[config.mk]
export PLATFORM = sky130hd
export DESIGN_NAME = clock_period_meter
export DESIGN_NICKNAME = d
export VERILOG_FILES = /design/src/rtl/clock_period_meter_pkg.sv /design/src/rtl/clock_period_meter_sync_edge_detect.sv /design/src/rtl/clock_period_meter.sv
export SDC_FILE = /design/constraint.sdc
export NUM_CORES = 1
export LEC_CHECK = 0
export BUFFER_PORTS_ARGS = -buffer_cell sky130_fd_sc_hd__buf_2
export CAP_MARGIN = 30
export CORE_UTILIZATION = 58
export CTS_BUF_LIST = sky130_fd_sc_hd__clkbuf_8
export CTS_CLUSTER_SIZE = 40
export DETAILED_ROUTE_END_ITERATION = 16
export PLACE_DENSITY = 0.78
export SLEW_MARGIN = 20
export SYNTH_ARGS = -nofsm -noshare
export SYNTH_HDL_FRONTEND = slang
export SYNTH_SLANG_ARGS = --single-unit
[constraint.sdc]
create_clock -name clk -period 2.41 [get_ports clk]
set_input_delay 0.3615 -clock clk [delete_from_list [all_inputs] [get_ports clk]]
set_output_delay 0.3615 -clock clk [all_outputs]
set_load 0.01 [all_outputs]
[src/rtl/clock_period_meter_pkg.sv]
// Shared types for the clock period meter: measurement FSM state encoding.
package clock_period_meter_pkg;

    typedef enum logic [1:0] {
        ST_IDLE  = 2'd0,
        ST_RUN   = 2'd1,
        ST_STALL = 2'd2
    } state_e;

endpackage

[src/rtl/clock_period_meter_sync_edge_detect.sv]
// Brings an asynchronous level into the clk domain and flags its rising edges.
module sync_edge_detect #(
    parameter int SYNC_STAGES = 2
) (
    input  logic clk,
    input  logic reset,
    input  logic sig_in,
    output logic sig_s,
    output logic rise
);

    logic [SYNC_STAGES-1:0] sync_q, sync_d;
    logic                   sig_prev_q, sig_prev_d;

    always_comb begin
        sync_d     = {sync_q[SYNC_STAGES-2:0], sig_in};
        sig_prev_d = sync_q[SYNC_STAGES-1];
    end

    // NOTE: flops use non-blocking assignments so every stage samples pre-edge values.
    always_ff @(posedge clk or negedge reset) begin
        if (!reset) begin
            sync_q     <= '0;
            sig_prev_q <= 1'b0;
        end else begin
            sync_q     <= sync_d;
            sig_prev_q <= sig_prev_d;
        end
    end

    assign sig_s = sync_q[SYNC_STAGES-1];
    assign rise  = sync_q[SYNC_STAGES-1] & ~sig_prev_q;

endmodule

[src/rtl/clock_period_meter.sv]
// Measures period and high time of a slow asynchronous square wave in clk cycles,
// reporting lock after repeated identical periods and stall when edges stop.
module clock_period_meter
    import clock_period_meter_pkg::*;
#(
    parameter int WIDTH       = 16,
    parameter int LOCK_COUNT  = 4,
    parameter int SYNC_STAGES = 2
) (
    input  logic             clk,
    input  logic             reset,
    input  logic             sig_in,
    output logic [WIDTH-1:0] period,
    output logic [WIDTH-1:0] high_time,
    output logic             period_valid,
    output logic             locked,
    output logic             stalled
);

    localparam int               MW        = $clog2(LOCK_COUNT + 1);
    localparam logic [WIDTH-1:0] CNT_MAX   = '1;
    localparam logic [WIDTH-1:0] CNT_ONE   = WIDTH'(1);
    localparam logic [MW-1:0]    MATCH_MAX = MW'(LOCK_COUNT);
    localparam logic [MW-1:0]    MATCH_ONE = MW'(1);

    logic sig_s, rise;

    sync_edge_detect #(
        .SYNC_STAGES(SYNC_STAGES)
    ) u_sync (
        .clk   (clk),
        .reset (reset),
        .sig_in(sig_in),
        .sig_s (sig_s),
        .rise  (rise)
    );

    state_e           state_q, state_d;
    logic [WIDTH-1:0] cnt_q, cnt_d;
    logic [WIDTH-1:0] hcnt_q, hcnt_d;
    logic [MW-1:0]    match_q, match_d;
    logic [WIDTH-1:0] period_q, period_d;
    logic [WIDTH-1:0] high_q, high_d;
    logic             valid_q, valid_d;
    logic             locked_q, locked_d;
    logic             stalled_q, stalled_d;

    always_comb begin
        // NOTE: defaults first so every path assigns every signal and no latch is inferred.
        state_d   = state_q;
        cnt_d     = cnt_q;
        hcnt_d    = hcnt_q;
        match_d   = match_q;
        period_d  = period_q;
        high_d    = high_q;
        valid_d   = 1'b0;
        locked_d  = locked_q;
        stalled_d = stalled_q;

        unique case (state_q)
            ST_IDLE: begin
                if (rise) begin
                    state_d = ST_RUN;
                    cnt_d   = CNT_ONE;
                    hcnt_d  = CNT_ONE;
                end
            end
            ST_RUN: begin
                if (rise) begin
                    period_d = cnt_q;
                    high_d   = hcnt_q;
                    valid_d  = 1'b1;
                    cnt_d    = CNT_ONE;
                    hcnt_d   = CNT_ONE;
                    // match_q==0 marks the first full period of a run; period_q is stale then
                    if (match_q != '0 && cnt_q == period_q)
                        match_d = (match_q == MATCH_MAX) ? match_q : match_q + MATCH_ONE;
                    else
                        match_d = MATCH_ONE;
                    locked_d = (match_d >= MATCH_MAX);
                end else if (cnt_q == CNT_MAX) begin
                    state_d   = ST_STALL;
                    stalled_d = 1'b1;
                    locked_d  = 1'b0;
                    match_d   = '0;
                end else begin
                    cnt_d  = cnt_q + CNT_ONE;
                    hcnt_d = (hcnt_q == CNT_MAX) ? hcnt_q : hcnt_q + WIDTH'(sig_s);
                end
            end
            ST_STALL: begin
                if (rise) begin
                    state_d   = ST_RUN;
                    stalled_d = 1'b0;
                    cnt_d     = CNT_ONE;
                    hcnt_d    = CNT_ONE;
                end
            end
            default: state_d = ST_IDLE;
        endcase
    end

    always_ff @(posedge clk or negedge reset) begin
        if (!reset) begin
            state_q   <= ST_IDLE;
            cnt_q     <= '0;
            hcnt_q    <= '0;
            match_q   <= '0;
            period_q  <= '0;
            high_q    <= '0;
            valid_q   <= 1'b0;
            locked_q  <= 1'b0;
            stalled_q <= 1'b0;
        end else begin
            state_q   <= state_d;
            cnt_q     <= cnt_d;
            hcnt_q    <= hcnt_d;
            match_q   <= match_d;
            period_q  <= period_d;
            high_q    <= high_d;
            valid_q   <= valid_d;
            locked_q  <= locked_d;
            stalled_q <= stalled_d;
        end
    end

    assign period       = period_q;
    assign high_time    = high_q;
    assign period_valid = valid_q;
    assign locked       = locked_q;
    assign stalled      = stalled_q;

endmodule
# ---- Yosys cells after proc, flatten, opt, wreduce, memory -nomap -nowiden
# Cells that the tools add are included.
dict set report word_totals {
  register_bits 75
  out_inout_bits 35
}
dict set report classes {
  addsub 3
  order_cmp 1
  n_eq_ne 12
  mux 26
  n_bitwise 2
  n_reduce_logical 13
}
# cell count
set op_table {}
lappend op_table {{16-bit two-way mux} 6}
lappend op_table {{16-bit one-hot mux with 2 select lines} 2}
lappend op_table {{16-bit equality test, second input constant} 2}
lappend op_table {{3-bit two-way mux} 6}
lappend op_table {{16-bit by 1-bit adder with 16-bit output} 1}
lappend op_table {{16-bit by 1-bit adder with 16-bit output, second input constant} 1}
lappend op_table {{16-bit equality test} 1}
lappend op_table {{4-bit AND reduction} 2}
lappend op_table {{1-bit two-way mux} 7}
lappend op_table {{2-bit two-way mux} 3}
lappend op_table {{2-bit inequality test, second input constant} 3}
lappend op_table {{3-bit inequality test, second input constant} 2}
lappend op_table {{3-bit AND reduction} 2}
lappend op_table {{2-bit nonzero test} 3}
lappend op_table {{2-bit one-hot mux with 2 select lines} 1}
lappend op_table {{2-bit AND reduction} 2}
lappend op_table {{3-bit by 1-bit adder with 3-bit output, second input constant} 1}
lappend op_table {{3-bit equality test, second input constant} 1}
lappend op_table {{3-bit >= comparator, second input constant} 1}
lappend op_table {{3-bit nonzero test} 1}
lappend op_table {{2-bit by 1-bit equality test with 1-bit output, second input constant} 1}
lappend op_table {{2-bit equality test, second input constant} 1}
lappend op_table {{2-bit logical NOT} 1}
lappend op_table {{2-bit by 1-bit inequality test with 1-bit output, second input constant} 1}
lappend op_table {{other kinds (5)} 5}

# ---- Logic depth before layout (Yosys ltp)
# Gate-level depths: netlist (run 1).
dict set report depth {
  ltp_word 7
  depth_mapped 10
  depth_no_buf 7
}

# ---- By module
# Synthesis (run 1) repeated with hierarchy kept, for this count alone.
dict set report hier_totals {
  cells_unflattened 426
  area_unflattened_um2 3839.9
}
# mod instances cells_per_inst area_each_um2 seq_area_each_um2
set modules_own_cells {}
lappend modules_own_cells {clock_period_meter 1 422 3751.1 1776.7}
lappend modules_own_cells {sync_edge_detect 1 4 88.8 75.1}

# ---- Least setup slack after synthesis (run 1)
# No wires, ideal clock.
dict set report synth_timing {
  kind {reg2reg}
  startpoint {register cnt_q[9]}
  endpoint {register hcnt_q[15]}
  arrival_ps 1868
  required_time_ps 2284
  slack_ps 416
  stages_incl_launch_ff 11
  n_path_buf 4
  synth_period_minus_slack_ps 1994
  cell_sequence {dfrtp_1 -> buf_6 -> and3_1 -> buf_6 -> and4_4 -> buf_6 -> a41o_1 -> buf_6 -> clkinv_2 -> nand2b_4 -> a221o_1}
}
dict set report synth_between {
  elab_chain_len 3
}
# element line
set synth_rtl {}
lappend synth_rtl {{start: declaration} clock_period_meter.sv:39} ;# logic [WIDTH-1:0] cnt_q, cnt_d;
lappend synth_rtl {{start signal: assignment} clock_period_meter.sv:116} ;# cnt_q <= cnt_d;
lappend synth_rtl {{16-bit equality test} clock_period_meter.sv:81} ;# end else if (cnt_q == CNT_MAX) begin
lappend synth_rtl {{3-bit inequality test (no source line)} --}
lappend synth_rtl {{4-bit AND reduction (no source line)} --}
lappend synth_rtl {{end signal: assignment} clock_period_meter.sv:117} ;# hcnt_q <= hcnt_d;
lappend synth_rtl {{end: declaration} clock_period_meter.sv:40} ;# logic [WIDTH-1:0] hcnt_q, hcnt_d;
# No other way between the ends.
# A chain may end at the register's enable or synchronous reset.

# ---- Final worst setup path (run 1)
dict set report layout_timing {
  startpoint {register hcnt_q[4]}
  endpoint {register hcnt_q[15]}
}
dict set report layout_between {
  elab_chain_len 5
}
# element line
set layout_rtl {}
lappend layout_rtl {{16-bit by 1-bit adder with 16-bit output} clock_period_meter.sv:88} ;# hcnt_d = (hcnt_q == CNT_MAX) ? hcnt_q : hcnt_q + WIDTH'(sig_s);
lappend layout_rtl {{16-bit two-way mux} clock_period_meter.sv:88}
lappend layout_rtl {{16-bit two-way mux} clock_period_meter.sv:81}
lappend layout_rtl {{16-bit two-way mux} clock_period_meter.sv:69} ;# if (rise) begin
lappend layout_rtl {{16-bit one-hot mux with 2 select lines} clock_period_meter.sv:60} ;# unique case (state_q)
# Parallel ways exist; a longest one is shown, timed or not. The select of a mux whose other input is x is not followed.

==> results.md, run 1 <==
* Compound-Gate Fraction of Synth Area at 0.160
* ANT cells at 0
* Routed WL at 7600 microns
* Total Neg Setup Slack at 0 ps
* Leak at 2.07 nW
* Post-DRT Antenna Nets at 0
* IR drop worst, VDD at 481 uV
* Crit path arrival time at 2350 ps
* Flop pwr share at 0.497
* Max-Cap Viols at 0
* Row count at 28
* Worst skew pair latency at 350 ps
* DR pass1 iterations at 4
* Sw Share at 0.327
* Synth top cells by count: 74 x dfrtp_1, 32 x mux2_2, 23 x o21ai_0
* Die Wd at 81.7 microns
* Number of H-tree levels at 3
* CP max stage delay at 490 ps
* CP Launch Type: flop
* NetSw at 1.00 mW
* Final Hold Viols at 0
* Mapped Area at 0.00368 sq mm
* Setup CP Type: flop to flop
* WHS at 113 ps
* Post-Synthesis Cells at 338
* Die ar. at 0.00667 sq mm
* Routability cong. at 0.830
* Slowest cell on crit path: dfrtp_1
* Status: finished clean
* Core area at 0.00603 sq mm
* Largest family of logic cells by synthesized area: compound AO/OA/AOI/OAI gates
* Final setup fails at 0
* Crit path max fanout at 17
* Violation count after the first detailed-route iteration at 181
* Share of layout cells above drive strength 1 at 0.279
* Crit path capture type: flop
* Ports at 38
* Initial Util at 0.611
* CP bufs+invs at 1
* Vias in the first global route at 2702
* DRC Markers at 0
* Worst-path cell chain: nand4_1, or2_0, nor4_2, buf_4, nor2_1, a221o_1
* Final max-slew violation count at 0
* Post-synthesis mux area share at 0.0979
* Port Buf Inserts at 37
* Xor/xnor share of the synthesized area at 0.0381
* Avg WL per Cell at 16.5 microns
* Pwr per Cell Area at 737 mW/mm^2
* Final cycle utilization of the critical path at 0.877
* CTS buffer count at 9
* Simple-gate area share of the yosys netlist at 0.139
* Worst Tran Pin Value at 730 ps
* Area of the multi-input gates at 0.00168 sq mm
* Hold Crit Class: input port to flop
* Initial antenna violation count at 0
* Die Y at 81.7 microns
* Finished Cell Area at 0.00416 sq mm
* Largest net degree at the start of global routing at 75
* Internal at 2.07 mW
* Fmax at 473 MHz
* Worst-path clk slew at 80 ps
* Main flop type after synthesis: dfrtp_1
* Detailed placement HPWL at 5240 microns
* Clock Tree Buf Depth at 2
* Setup bufs post-CTS at 0
* Clock skew at 10.6 ps
* Part of the power in combinational logic at 0.220
* Slew headroom at 0.512
* Total GRT Usage at 0.255
* Worst path required time at 2640 ps
* Synth Warn # at 0
* Yosys reg bits at 74
* Ranking of synthesized cells by area: dfrtp_1 50%, mux2_2 9.8%, xor2_1 3.6%
* CTS tree: done
* Layout Nets at 387
* Unrepaired setup endpoints after global routing: false
* Cell area after placement at 0.00395 sq mm
* Yosys top cell area share at 0.503
* GRT overflow at 0
* Storage element area at 0.00185 sq mm
* Final min period at 2110 ps
* Vias at 2817
* CTS root buffer: clkbuf_8
* Most common cell in the netlist: dfrtp_1
* Post-synth EDFFs at 0
* Syn Nets at 346
* Asr flop ratio synth at 1.00
* Synth unique cells at 43
* Area grow syn2layout at 13.2%
* Post-synthesis sequential area ratio at 0.503
* CTS sink count at 74
* Cell family with most CP delay: simple AND/OR/NAND/NOR gates
* Power share of the clock group at 0.283
* DR vias/cell at 6.14
* Mean Syn Cell Area at 10.9 sq um
* Area share of fa/ha/maj cells after synthesis at 0.0170
* Post-synth top area cell: dfrtp_1
* Fillers at 460
* First-pass GRT wire length at 12600 microns
-- final timing paths --
path                            cells past startpoint               end  slack, ps        startpoint
worst max-delay path                                6        hcnt_q[15]        300         hcnt_q[4]
worst min-delay path                                1  u_sync.sync_q[0]        110            sig_in
worst max register to register                      6        hcnt_q[15]        300         hcnt_q[4]
worst min register to register                      0  u_sync.sync_q[1]        350  u_sync.sync_q[0]
max in group asynchronous                           3         hcnt_q[6]       1390             reset
min in group asynchronous                           2         period[5]        470             reset
-- metal layers --
metal / global-route usage / vias up / wire (microns) / part of all wire
met5: 0 / - / 0 / 0
met4: 0.132 / 0 / 204 / 0.027
met3: 0.0456 / 19 / 366 / 0.048
met2: 0.432 / 90 / 3760 / 0.50
met1: 0.313 / 1365 / 3260 / 0.43
li1: - / 1343 / - / -
-- what timing repair did --
| action | in CTS | in global routing |
|---|---|---|
| hold endpoints to repair | 0 | 27 |
| hold buffers | 0 | 1 |
| gates resized for setup | 0 | 0 |
-- state kept, by name, indices dropped and copies added (netlist names), 2 cells and up --
signal,flops
high_time,16
match_q,3
hcnt_q,16
period,16
cnt_q,16
u_sync.sync_q,2
state_q,2
-- worst reg2reg max path, cell delays in order (launching register included) --
cell	delay, ps
dfrtp_1	490
nand4_1	260
or2_0	300
nor4_2	290
buf_4	270
nor2_1	110
a221o_1	300
-- cell type report --
type,count,area share
Sequential cell,74,0.445
Multi-Input combinational cell,236,0.403
Timing Repair Buffer,54,0.0823
Clock buffer,10,0.0331
Tap cell,75,0.0225
Clock inverter,6,0.0105
Inverter,4,0.00391
-- metrics by stage --
stage                     setup slack, ps  instances  utilization  total power, mW
after floorplan                       416        338            -             1.97
after global placement                366        441        0.656             2.19
after CTS                             325        457        0.686             3.09
after global routing                  159        459        0.691             3.23
final                                 296        459        0.691             3.07
after detailed placement              327        441        0.656             2.21
-- cell families (layout without fill, tap and decap cells) --
kind of cell / Yosys count / count (layout)
muxes: 32 / 32
and+or+nand+nor: 98 / 98
adders and majority gates: 5 / 5
DFF: 74 / 74
xor gates and xnor gates: 16 / 16
AOI/OAI and AO/OA: 85 / 85
buffers and inverters: 28 / 74
-- power by group through the flow --
stage	Combinational, mW	Clock [mW]	Sequential (mW)
2_1_floorplan	0.451	0	1.52
3_3_place_gp	0.653	0	1.53
3_5_place_dp	0.670	0	1.54
4_1_cts	0.673	0.892	1.52
5_1_grt	0.750	0.938	1.55
6_report	0.674	0.867	1.53
-- cells in the final DEF (no fill, tap or decap), drive strengths merged --
| master | netlist | routed |
|---|---|---|
| clkbuf | 6 | 10 |
| o31ai | 15 | 15 |
| a31oi | 9 | 9 |
| xor2 | 15 | 15 |
| nor3 | 9 | 9 |
| and4 | 2 | 2 |
| a221o | 2 | 2 |
| a22o | 2 | 2 |
| and3 | 4 | 4 |
| a31o | 1 | 1 |
| xnor2 | 1 | 1 |
| a32o | 1 | 1 |
| a21oi | 11 | 11 |
| nand2 | 18 | 18 |
| or2 | 1 | 1 |
| o41ai | 4 | 4 |
| nor4 | 8 | 8 |
| o22a | 2 | 2 |
| dfrtp | 74 | 74 |
| dlygate4sd3 | 0 | 1 |
| or3 | 1 | 1 |
| nand2b | 6 | 6 |
| buf | 18 | 53 |
| a41o | 1 | 1 |
| nor2b | 6 | 6 |
| a211o | 5 | 5 |
| o21ai | 23 | 23 |
| nand3 | 12 | 12 |
| clkinvlp | 0 | 3 |
| inv | 3 | 4 |
| clkinv | 1 | 3 |
| a21o | 4 | 4 |
| ha | 5 | 5 |
| a41oi | 4 | 4 |
| nor2 | 19 | 19 |
| nand4 | 11 | 11 |
| mux2 | 32 | 32 |
| o21a | 1 | 1 |
| nor4b | 1 | 1 |
Note: power is estimated with default switching activity, not from simulation.
==> run 2, diff against run 1 <==
Settings changed: HOLD_SLACK_MARGIN from default to 0.12.
==> run 2 against run 1 <==
- critical path depth unchanged
- register-to-register slack hardly changed
- highest routed layer unchanged
- count of clock-buffer cells in the layout unchanged
==> results.md, run 2 (synthesis gave the netlist of run 1 again) <==
* IR drop worst, VDD at 481 uV (about the same)
* Area grow syn2layout at 13.4%
* Met3 wire length at 296 microns (-19%)
* CTS buffer count at 9 (unchanged)
* Clock Tree Buf Depth at 2 (unchanged)
* Share of layout cells above drive strength 1 at 0.278 (-0.000724)
* Routed WL at 7610 microns (+0.17%)
* Final setup fails at 0 (unchanged)
* Violation count after the first detailed-route iteration at 207 (+14%)
* Routability cong. at 0.830 (unchanged)
* Slew headroom at 0.511 (-0.000882)
* Largest net degree at the start of global routing at 75 (unchanged)
* Worst Setup SP: hcnt_q[4]
* ANT cells at 0 (unchanged)
* Worst-path cell chain: nand4_1, or2_0, nor4_2, buf_4, nor2_1, a221o_1
* Most frequent cells in the layout: 74 x dfrtp_1, 36 x buf_2, 32 x mux2_2
* Final cycle utilization of the critical path at 0.877 (about the same)
* Status: finished clean
* Worst skew pair latency at 350 ps (about the same)
* Wire length on met1 at 3350 microns (+2.8%)
* Row count at 28 (unchanged)
* Worst path required time at 2640 ps (about the same)
* Die Wd at 81.7 microns (unchanged)
* Final Util at 0.693 (+0.00166)
* FF-to-FF Start: hcnt_q[4]
* Initial Util at 0.611 (unchanged)
* Vias in the first global route at 2708 (+0.22%)
* Final min period at 2110 ps (+0.264 ps)
* Detailed placement HPWL at 5240 microns (unchanged)
* Avg WL per Cell at 16.5 microns (about the same)
* Crit path max fanout at 17 (unchanged)
* CTS sink count at 74 (unchanged)
* Unrepaired setup endpoints after global routing: false
* Die Y at 81.7 microns (unchanged)
* Worst-path clk slew at 80 ps (about the same)
* CP bufs+invs at 1 (unchanged)
* Leak at 2.07 nW (+0.20%)
* DR pass1 iterations at 4 (unchanged)
* Total power at 3.07 mW (about the same)
* GRT overflow at 0 (unchanged)
* Final max-slew violation count at 0 (unchanged)
* Finished Cell Area at 0.00417 sq mm (+0.24%)
* Cell family with most CP delay: simple AND/OR/NAND/NOR gates
* Worst slack, placed at 327 ps (unchanged)
* Clock skew at 10.8 ps (+0.188 ps)
* Total Neg Setup Slack at 0 ps (unchanged)
* Final Hold Viols at 0 (unchanged)
* Max layer used: met4
* Max-Cap Viols at 0 (unchanged)
* Post-cts resize count at 0 (unchanged)
* Fillers at 459 (-0.22%)
* Port Buf Inserts at 37 (unchanged)
* Number of H-tree levels at 3 (unchanged)
* Crit path arrival time at 2350 ps (about the same)
* Slowest cell on crit path: dfrtp_1
* Ports at 38 (unchanged)
* Initial antenna violation count at 0 (unchanged)
* Core area at 0.00603 sq mm (unchanged)
* Hold Crit Start: u_sync.sync_q[0]
* DRC Markers at 0 (unchanged)
* Die ar. at 0.00667 sq mm (unchanged)
* Vias at 2805 (-0.43%)
* Crit path capture type: flop
* CTS tree: done
* First-pass GRT wire length at 12600 microns (+0.11%)
* Post-DRT Antenna Nets at 0 (unchanged)
* Hold Crit Class: flop to flop
* Post-route setup slack at 296 ps (-0.264 ps)
* Cell area after placement at 0.00395 sq mm (unchanged)
* Layout Nets at 388 (+0.26%)
* Fmax at 473 MHz (about the same)
* Pwr per Cell Area at 735 mW/mm^2 (-0.21%)
* CTS root buffer: clkbuf_8
* Worst Tran Pin Value at 731 ps (+1.32 ps)
* Total GRT Usage at 0.256 (about the same)
* CP Launch Type: flop
* CP max stage delay at 480 ps (about the same)
* DR vias/cell at 6.10 (-0.64%)
* Setup CP Type: flop to flop
* Commonest non-fill, non-tap cell in the layout: dfrtp_1
* WL met2 at 3760 microns (about the same)
-- run 2: changes by cell type in the layout (fill, tap and decap cells not counted), sizes merged --
| cell | before | now |
|---|---|---|
| dlygate4sd3 | 1 | 2 |
-- run 2: area by class of cell --
class | instances | area (sq um) | area share
repair buffers | 55 | 353 | 0.0845
inverters | 4 | 16.3 | 0.00390
clock inverters | 6 | 43.8 | 0.0105
well taps | 75 | 93.8 | 0.0225
flip-flops and latches | 74 | 1850 | 0.444
clock buffers | 10 | 138 | 0.0330
multi-input cells | 236 | 1680 | 0.402
-- run 2: final timing paths --
| check | end | slack [ps] | cells past startpoint |
|---|---|---|---|
| min in group asynchronous | period[5] | 470 | 2 |
| max in group asynchronous | hcnt_q[4] | 1380 | 3 |
| setup / recovery | hcnt_q[15] | 300 | 6 |
| hold reg to reg | u_sync.sync_q[1] | 350 | 0 |
| hold / removal | u_sync.sync_q[1] | 350 | 0 |
| setup reg to reg | hcnt_q[15] | 300 | 6 |
-- run 2: report_power, final --
part / switching (mW) / total, mW / internal (mW)
Clock: 0.467 / 0.867 / 0.401
Sequential: 0.157 / 1.53 / 1.37
Combinational: 0.378 / 0.675 / 0.297
Total: 1.00 / 3.07 / 2.07
-- run 2: routing by layer --
layer | global-route usage | up-vias
met5 | 0 | -
met4 | 0.132 | 0
met3 | 0.0456 | 17
met2 | 0.433 | 78
met1 | 0.313 | 1368
li1 | - | 1342
-- run 2: timing repair --
action	CTS	global route
hold buffers	1	1
setup buffers	0	0
endpoints found under the hold margin	1	27
-- run 2: per-stage QoR --
step	std cells	hold slack (ps)
floorplan	338	65.9
global route	460	373
CTS	458	172
global placement	441	334
finish	460	352
detailed placement	441	335
